===== src/rtl/fpu_pkg.sv =====
// Shared FPU definitions: rounding-mode encodings, exception flag bit positions
// and the operand class encoding used by the converters.
package fpu_pkg;

    localparam logic [1:0] FPU_RM_RNE = 2'd0;
    localparam logic [1:0] FPU_RM_RTZ = 2'd1;
    localparam logic [1:0] FPU_RM_RDN = 2'd2;
    localparam logic [1:0] FPU_RM_RUP = 2'd3;

    localparam int FPU_FLG_NX = 0;
    localparam int FPU_FLG_UF = 1;
    localparam int FPU_FLG_OF = 2;
    localparam int FPU_FLG_NV = 3;

    typedef enum logic [2:0] {
        FPU_CLS_ZERO,
        FPU_CLS_SUB,
        FPU_CLS_NORM,
        FPU_CLS_INF,
        FPU_CLS_QNAN,
        FPU_CLS_SNAN
    } fpu_class_e;

endpackage


===== src/rtl/fpu_round_inc.sv =====
// Rounding decision: from the kept lsb, guard/round/sticky bits, sign and mode,
// decides whether the truncated magnitude is incremented and whether it was inexact.
module fpu_round_inc
    import fpu_pkg::*;
(
    input  logic       lsb,
    input  logic       guard,
    input  logic       round,
    input  logic       sticky,
    input  logic       sign,
    input  logic [1:0] rmode,
    output logic       inc,
    output logic       inexact
);

    always_comb begin
        inexact = guard | round | sticky;
        inc     = 1'b0;
        case (rmode)
            FPU_RM_RNE: inc = guard & (round | sticky | lsb);
            FPU_RM_RTZ: inc = 1'b0;
            FPU_RM_RDN: inc = sign & inexact;
            FPU_RM_RUP: inc = ~sign & inexact;
            default:    inc = 1'b0;
        endcase
    end

endmodule


===== src/rtl/fpu_fp_narrow_pipe.sv =====
// Two-stage floating-point narrowing converter (e.g. binary64 -> binary32) with
// IEEE rounding, gradual underflow, NaN/Inf handling and per-result flags.
module fpu_fp_narrow_pipe
    import fpu_pkg::*;
#(
    parameter  int SRC_EXP  = 11,
    parameter  int SRC_FRAC = 52,
    parameter  int DST_EXP  = 8,
    parameter  int DST_FRAC = 23,
    localparam int SRC_W    = 1 + SRC_EXP + SRC_FRAC,
    localparam int DST_W    = 1 + DST_EXP + DST_FRAC
) (
    input  logic             clk,
    input  logic             reset,
    input  logic             in_valid,
    output logic             in_ready,
    input  logic [SRC_W-1:0] in_src,
    input  logic [1:0]       in_rmode,
    output logic             out_valid,
    input  logic             out_ready,
    output logic [DST_W-1:0] out_dst,
    output logic [3:0]       out_flags
);

    localparam int EBW      = SRC_EXP + 2;
    localparam int MW       = SRC_FRAC + 3;
    localparam int SHW      = $clog2(DST_FRAC + 4);
    localparam int SRC_BIAS = 2**(SRC_EXP-1) - 1;
    localparam int DST_BIAS = 2**(DST_EXP-1) - 1;

    localparam logic signed [EBW-1:0] EB_OFFS = EBW'(DST_BIAS - SRC_BIAS);
    localparam logic signed [EBW-1:0] EB_MAX  = EBW'(2**DST_EXP - 2);
    localparam logic signed [EBW-1:0] EB_ONE  = EBW'(1);
    localparam logic signed [EBW-1:0] SH_SAT  = EBW'(DST_FRAC + 3);

    // ---------------- stage 1: unpack / rebias ----------------
    logic                src_sign;
    logic [SRC_EXP-1:0]  src_exp;
    logic [SRC_FRAC-1:0] src_frac;
    fpu_class_e          cls_in;

    assign {src_sign, src_exp, src_frac} = in_src;

    always_comb begin
        cls_in = FPU_CLS_NORM;
        if (src_exp == '0) begin
            cls_in = (src_frac == '0) ? FPU_CLS_ZERO : FPU_CLS_SUB;
        end else if (&src_exp) begin
            if (src_frac == '0)           cls_in = FPU_CLS_INF;
            else if (src_frac[SRC_FRAC-1]) cls_in = FPU_CLS_QNAN;
            else                           cls_in = FPU_CLS_SNAN;
        end
    end

    logic                  s1_valid_q, s1_valid_d;
    fpu_class_e            s1_cls_q, s1_cls_d;
    logic                  s1_sign_q, s1_sign_d;
    logic signed [EBW-1:0] s1_eb_q, s1_eb_d;
    logic [SRC_FRAC:0]     s1_mant_q, s1_mant_d;
    logic [1:0]            s1_rmode_q, s1_rmode_d;

    logic             out_valid_q, out_valid_d;
    logic [DST_W-1:0] out_dst_q, out_dst_d;
    logic [3:0]       out_flags_q, out_flags_d;

    logic s2_adv, s1_adv;

    assign s2_adv   = !out_valid_q || out_ready;
    assign s1_adv   = !s1_valid_q || s2_adv;
    assign in_ready = !s1_valid_q || s1_adv;

    always_comb begin
        s1_valid_d = s1_valid_q;
        s1_cls_d   = s1_cls_q;
        s1_sign_d  = s1_sign_q;
        s1_eb_d    = s1_eb_q;
        s1_mant_d  = s1_mant_q;
        s1_rmode_d = s1_rmode_q;
        if (s1_adv) begin
            s1_valid_d = in_valid;
            if (in_valid) begin
                s1_cls_d   = cls_in;
                s1_sign_d  = src_sign;
                s1_eb_d    = $signed({2'b00, src_exp}) + EB_OFFS;
                s1_mant_d  = {src_exp != '0, src_frac};
                s1_rmode_d = in_rmode;
            end
        end
    end

    // ---------------- stage 2: round / pack ----------------
    logic                  tiny, big, ovf, to_inf;
    logic signed [EBW-1:0] one_m_eb;
    logic [SHW-1:0]        sh;
    logic [MW-1:0]         w, w_sh, lost_mask;
    logic                  lost;
    logic [DST_FRAC:0]     sig;
    logic                  g, r, s, inc, nx;
    logic [DST_FRAC+1:0]   sum;
    logic [DST_EXP-1:0]    exp_rnd;
    logic [DST_W-2:0]      max_mag, inf_mag;
    logic [DST_W-1:0]      res;
    logic [3:0]            flg;

    fpu_round_inc u_round_inc (
        .lsb     (sig[0]),
        .guard   (g),
        .round   (r),
        .sticky  (s),
        .sign    (s1_sign_q),
        .rmode   (s1_rmode_q),
        .inc     (inc),
        .inexact (nx)
    );

    always_comb begin
        tiny     = (s1_eb_q < EB_ONE) || (s1_cls_q == FPU_CLS_SUB);
        big      = s1_eb_q > EB_MAX;
        one_m_eb = EB_ONE - s1_eb_q;

        // source denormals are far below range: push every bit into sticky
        if (!tiny)                                        sh = '0;
        else if (s1_cls_q == FPU_CLS_SUB || one_m_eb > SH_SAT) sh = SHW'(DST_FRAC + 3);
        else                                              sh = one_m_eb[SHW-1:0];

        w         = {s1_mant_q, 2'b00};
        w_sh      = w >> sh;
        lost_mask = ~({MW{1'b1}} << sh);
        lost      = |(w & lost_mask);
        sig       = w_sh[MW-1 -: DST_FRAC+1];
        g         = w_sh[MW-DST_FRAC-2];
        r         = w_sh[MW-DST_FRAC-3];
        s         = (|w_sh[MW-DST_FRAC-4:0]) | lost;

        sum     = {1'b0, sig} + {{(DST_FRAC+1){1'b0}}, inc};
        exp_rnd = s1_eb_q[DST_EXP-1:0] + {{(DST_EXP-1){1'b0}}, sum[DST_FRAC+1]};
        ovf     = big || (!tiny && sum[DST_FRAC+1] && (s1_eb_q == EB_MAX));
        to_inf  = (s1_rmode_q == FPU_RM_RNE) ||
                  ((s1_rmode_q == FPU_RM_RUP) && !s1_sign_q) ||
                  ((s1_rmode_q == FPU_RM_RDN) && s1_sign_q);
        max_mag = {{(DST_EXP-1){1'b1}}, 1'b0, {DST_FRAC{1'b1}}};
        inf_mag = {{DST_EXP{1'b1}}, {DST_FRAC{1'b0}}};

        res = '0;
        flg = '0;
        case (s1_cls_q)
            FPU_CLS_ZERO: res = {s1_sign_q, {(DST_W-1){1'b0}}};
            FPU_CLS_INF:  res = {s1_sign_q, inf_mag};
            FPU_CLS_QNAN, FPU_CLS_SNAN: begin
                res = {s1_sign_q, {DST_EXP{1'b1}}, 1'b1, s1_mant_q[SRC_FRAC-2 -: DST_FRAC-1]};
                flg[FPU_FLG_NV] = (s1_cls_q == FPU_CLS_SNAN);
            end
            default: begin
                if (ovf) begin
                    res = {s1_sign_q, to_inf ? inf_mag : max_mag};
                    flg[FPU_FLG_OF] = 1'b1;
                    flg[FPU_FLG_NX] = 1'b1;
                end else if (tiny) begin
                    // a carry into the hidden position lands on exponent field 1
                    res = {s1_sign_q, {(DST_EXP-1){1'b0}}, sum[DST_FRAC:0]};
                    flg[FPU_FLG_NX] = nx;
                    flg[FPU_FLG_UF] = nx;
                end else begin
                    res = {s1_sign_q, exp_rnd, sum[DST_FRAC-1:0]};
                    flg[FPU_FLG_NX] = nx;
                end
            end
        endcase
    end

    always_comb begin
        out_valid_d = out_valid_q;
        out_dst_d   = out_dst_q;
        out_flags_d = out_flags_q;
        if (s2_adv) begin
            out_valid_d = s1_valid_q;
            if (s1_valid_q) begin
                out_dst_d   = res;
                out_flags_d = flg;
            end
        end
    end

    always_ff @(posedge clk) begin
        if (!reset) begin
            s1_valid_q  <= 1'b0;
            s1_cls_q    <= FPU_CLS_ZERO;
            s1_sign_q   <= 1'b0;
            s1_eb_q     <= '0;
            s1_mant_q   <= '0;
            s1_rmode_q  <= FPU_RM_RNE;
            out_valid_q <= 1'b0;
            out_dst_q   <= '0;
            out_flags_q <= '0;
        end else begin
            s1_valid_q  <= s1_valid_d;
            s1_cls_q    <= s1_cls_d;
            s1_sign_q   <= s1_sign_d;
            s1_eb_q     <= s1_eb_d;
            s1_mant_q   <= s1_mant_d;
            s1_rmode_q  <= s1_rmode_d;
            out_valid_q <= out_valid_d;
            out_dst_q   <= out_dst_d;
            out_flags_q <= out_flags_d;
        end
    end

    assign out_valid = out_valid_q;
    assign out_dst   = out_dst_q;
    assign out_flags = out_flags_q;

endmodule


===== config.mk =====
export PLATFORM = sky130hd
export DESIGN_NAME = fpu_fp_narrow_pipe
export DESIGN_NICKNAME = d
export VERILOG_FILES = /design/src/rtl/fpu_pkg.sv /design/src/rtl/fpu_round_inc.sv /design/src/rtl/fpu_fp_narrow_pipe.sv
export SDC_FILE = /design/constraint.sdc
export NUM_CORES = 1
export LEC_CHECK = 0
export CAP_MARGIN = 30
export CORE_MARGIN = 8
export CORE_UTILIZATION = 26
export CTS_CLUSTER_SIZE = 8
export DETAILED_ROUTE_END_ITERATION = 7
export PLACE_DENSITY = 0.53
export RECOVER_POWER = 50
export SLEW_MARGIN = 20
export SYNTH_ARGS = -nofsm -noshare
export SYNTH_HDL_FRONTEND = slang
export SYNTH_SLANG_ARGS = --single-unit

===== constraint.sdc =====
create_clock -name clk -period 8.89 [get_ports clk]
set_clock_uncertainty 0.15 [all_clocks]
set_input_delay 1.778 -clock clk [delete_from_list [all_inputs] [get_ports clk]]
set_output_delay 1.778 -clock clk [all_outputs]
set_load 0.05 [all_outputs]

==> impl_metrics.json <==
{
  "outcome": "finished, violations left",
  "violations": "capacitance limit, slew limit",
  "io-pin-count": 108,
  "postCtsSetupBuffers": 0,
  "hold_path.class": "reg -> reg",
  "max_slew.worst_pin.slew_ps": 2850,
  "drive_gt1_share_pct": 10.3,
  "clockRootBuffer": "clkbuf_16",
  "port_buffers": 107,
  "dieArea_um2": 42800,
  "synth_fp_nets": 1371,
  "finalPower_mw": 1.69,
  "rows": 70,
  "initial_core_util_pct": 26.2,
  "drv_cap": 1,
  "holdCritStartpoint": "out_flags[1]",
  "cts_tree": "built",
  "wirelength_mm": 43.6,
  "cellPowerDensity_nw_per_um2": 147,
  "critPathMaxFanout": 30,
  "dieWidth_um": 207,
  "yosys.area.top_type": "dfxtp_1",
  "synth_edf_count": 0,
  "grt_pass1_wl_mm": 65.0,
  "async_flop_share_pct": 0,
  "path_delay_family": "compound AO/OA/AOI/OAI gates",
  "coreArea_um2": 36300,
  "reg2reg_setup_slack_ps": 570,
  "clock_latency_ps": 390,
  "period_share_pct": 93.6,
  "pre_cts_ws_ps": 873,
  "final_cells": 1841,
  "crit_type": "reg -> reg",
  "slew_viol_final": 79,
  "period_minus_slack_ps": 8320,
  "dpl_cell_area_um2": 11200,
  "synth-seq-cells": 110,
  "vias": 10700,
  "drt-pass1-iter-count": 6,
  "ys_top_cells_by_area": "dfxtp_1 (23%), nand2_1 (9.0%), a21boi_0 (5.6%)",
  "syn_avg_cell_area_um2": 7.33,
  "synth.top_cell.area_share_pct": 23.2,
  "finalHoldViolations": 0,
  "hpwl_mm": 33.4,
  "grt_start_max_net_pins": 107,
  "arrival_ps": 8500,
  "finalSetupTns_ps": 0,
  "slew_headroom_pct": -90.2,
  "layout_setup_ws_ps": 566,
  "crit_slowest_cell": "dfxtp_1",
  "dieHeight_um": 207,
  "ctsHoldBuffers": 0,
  "max_clock_freq_ghz": 0.120,
  "synth_cell_types": 98,
  "cp.required_ps": 9060,
  "postSynthCellCount": 1293,
  "track_usage_pct": 19.9,
  "n_antenna_cell": 0,
  "worstSetupEndpointType": "flop",
  "final_core_util_pct": 31.7,
  "critPathBufInv": 3,
  "netlist_area_um2": 9480,
  "p_leak_nw": 4.21,
  "peakVddDrop_mv": 0.107,
  "grt_overflow_total": 0,
  "finalInstanceArea_um2": 11500,
  "cts_max_level": 3,
  "synth.yosys.warnings": 0,
  "final_nets": 1446,
  "ctsResizeCount": 0,
  "gp_congestion": 0.981,
  "crit_top_cell": "ha_1",
  "clock_sinks": 110,
  "antenna_found_initial": 1,
  "hold_ws_ps": 307,
  "clkTransAtPathRegs_ps": 70,
  "wire_per_inst_um": 23.7,
  "detail-route-antenna-nets": 0,
  "final-setup-viol-count": 0,
  "first_iter_violations": 1137,
  "drc": 0,
  "via_per_inst": 5.83,
  "numCtsBuffers": 9,
  "syn_to_final_growth_pct": 21.2,
  "startpoint": "s1_eb_q[1]",
  "seq_area_frac_synth_pct": 23.2,
  "rsz0062_at_grt": "no",
  "clockBufferDepth": 2,
  "start_kind": "flop",
  "synth_ff_type": "dfxtp_1",
  "slowest_delay_ps": 760,
  "fillers": 4006,
  "dp.cells": 1821,
  "grt_pass1_vias": 10200,
  "timing.rr.start": "s1_eb_q[1]"
}
-- metal layers --
layer,GRT usage (%),part of all wire [%],vias up
li1,-,-,5049
met5,0,0.034,-
met4,6.00,2.1,2
met3,4.53,8.3,60
met1,27.9,46,5150
met2,29.9,43,475
-- cells in the mapped netlist (all sizes together), types with 7 or more instances --
master,count
nand3,47
o21a,7
a32oi,8
buf,30
xor2,15
a22oi,19
a21oi,76
a31oi,39
nor3,28
mux2i,32
and3,30
nand2,227
o21ai,95
ha,8
nor2,59
mux2,7
and4,23
a21boi,71
dfxtp,110
o22ai,9
inv,11
nor2b,12
o211ai,19
or3,7
o31ai,7
nor4,33
and2,9
a22o,18
nand4,20
a2111oi,19
clkbuf,79
xnor2,17
a211oi,9
-- power breakdown --
group          leakage (nW)  internal [mW]  switching [mW]
Combinational          3.17          0.250           0.461
Clock                 0.131          0.199           0.210
Sequential            0.902          0.517          0.0517
-- path summary, 6_finish.rpt --
check	end	depth (start not counted)
max	out_dst[29]	30
min	out_flags[1]	2
max reg2reg	out_dst[29]	30
min reg2reg	out_flags[1]	2
-- flip-flops by register name (all words and copies together) (netlist names) --
signal,flops
s1_sign_q,1
out_dst,32
out_flags,4
s1_eb_q,13
s1_mant_q,53
s1_rmode_q,2
s1_cls_q,3
s1_valid_q,1
out_valid,1
-- tightest hold or removal path, delay by kind of cell, from the launching register on --
family           cells  cell delay (ps)
flip-flops           1              310
AND/OR/NAND/NOR      1               50
AO/OA/AOI/OAI        1               50
-- cells by family after synthesis --
kind of cell | after synthesis | synth area share (%)
adders and majority gates | 8 | 1.06
DFF | 110 | 23.2
xor gates and xnor gates | 32 | 2.96
buffers and inverters | 120 | 5.30
AOI/OAI and AO/OA | 455 | 34.7
muxes | 39 | 4.25
and+or+nand+nor | 529 | 28.5
-- placed cells by master, fill, tap and decap left out, types with 9 or more instances in the layout --
cell             synthesis  final
o211ai_1                18     18
nor3_1                  25     25
o22ai_1                  9      9
a22oi_1                 18     18
a21boi_0                71     71
xor2_1                  15     15
buf_4                    8     57
and4_1                  23     23
clkbuf_16                0      9
a21oi_1                 74     74
nand3_1                 47     47
nor4_1                  29     29
nand4_1                 20     20
inv_1                   11     11
nor2b_1                 12     12
dfxtp_1                110    110
and3_1                  30     30
a31oi_1                 38     36
nand2_1                227    226
nor2_1                  58     56
a22o_1                  18     18
xnor2_1                 17     17
o21ai_0                 68     68
dlygate4sd3_1            0     36
o21ai_1                 24     24
mux2i_1                 31     31
a2111oi_2               10     10
clkdlybuf4s50_1          0     70
-- cell type report --
cell class | instances | area (µm²) | share of cell area (%)
inverter | 11 | 41.3 | 0.359
tap | 468 | 586 | 5.09
clock inverter | 6 | 45.0 | 0.392
timing repair buffer | 173 | 1580 | 13.7
multi-input combinational | 1063 | 6800 | 59.2
clock buffer | 10 | 239 | 2.08
sequential | 110 | 2200 | 19.2
(Power assumes the default switching activity.)
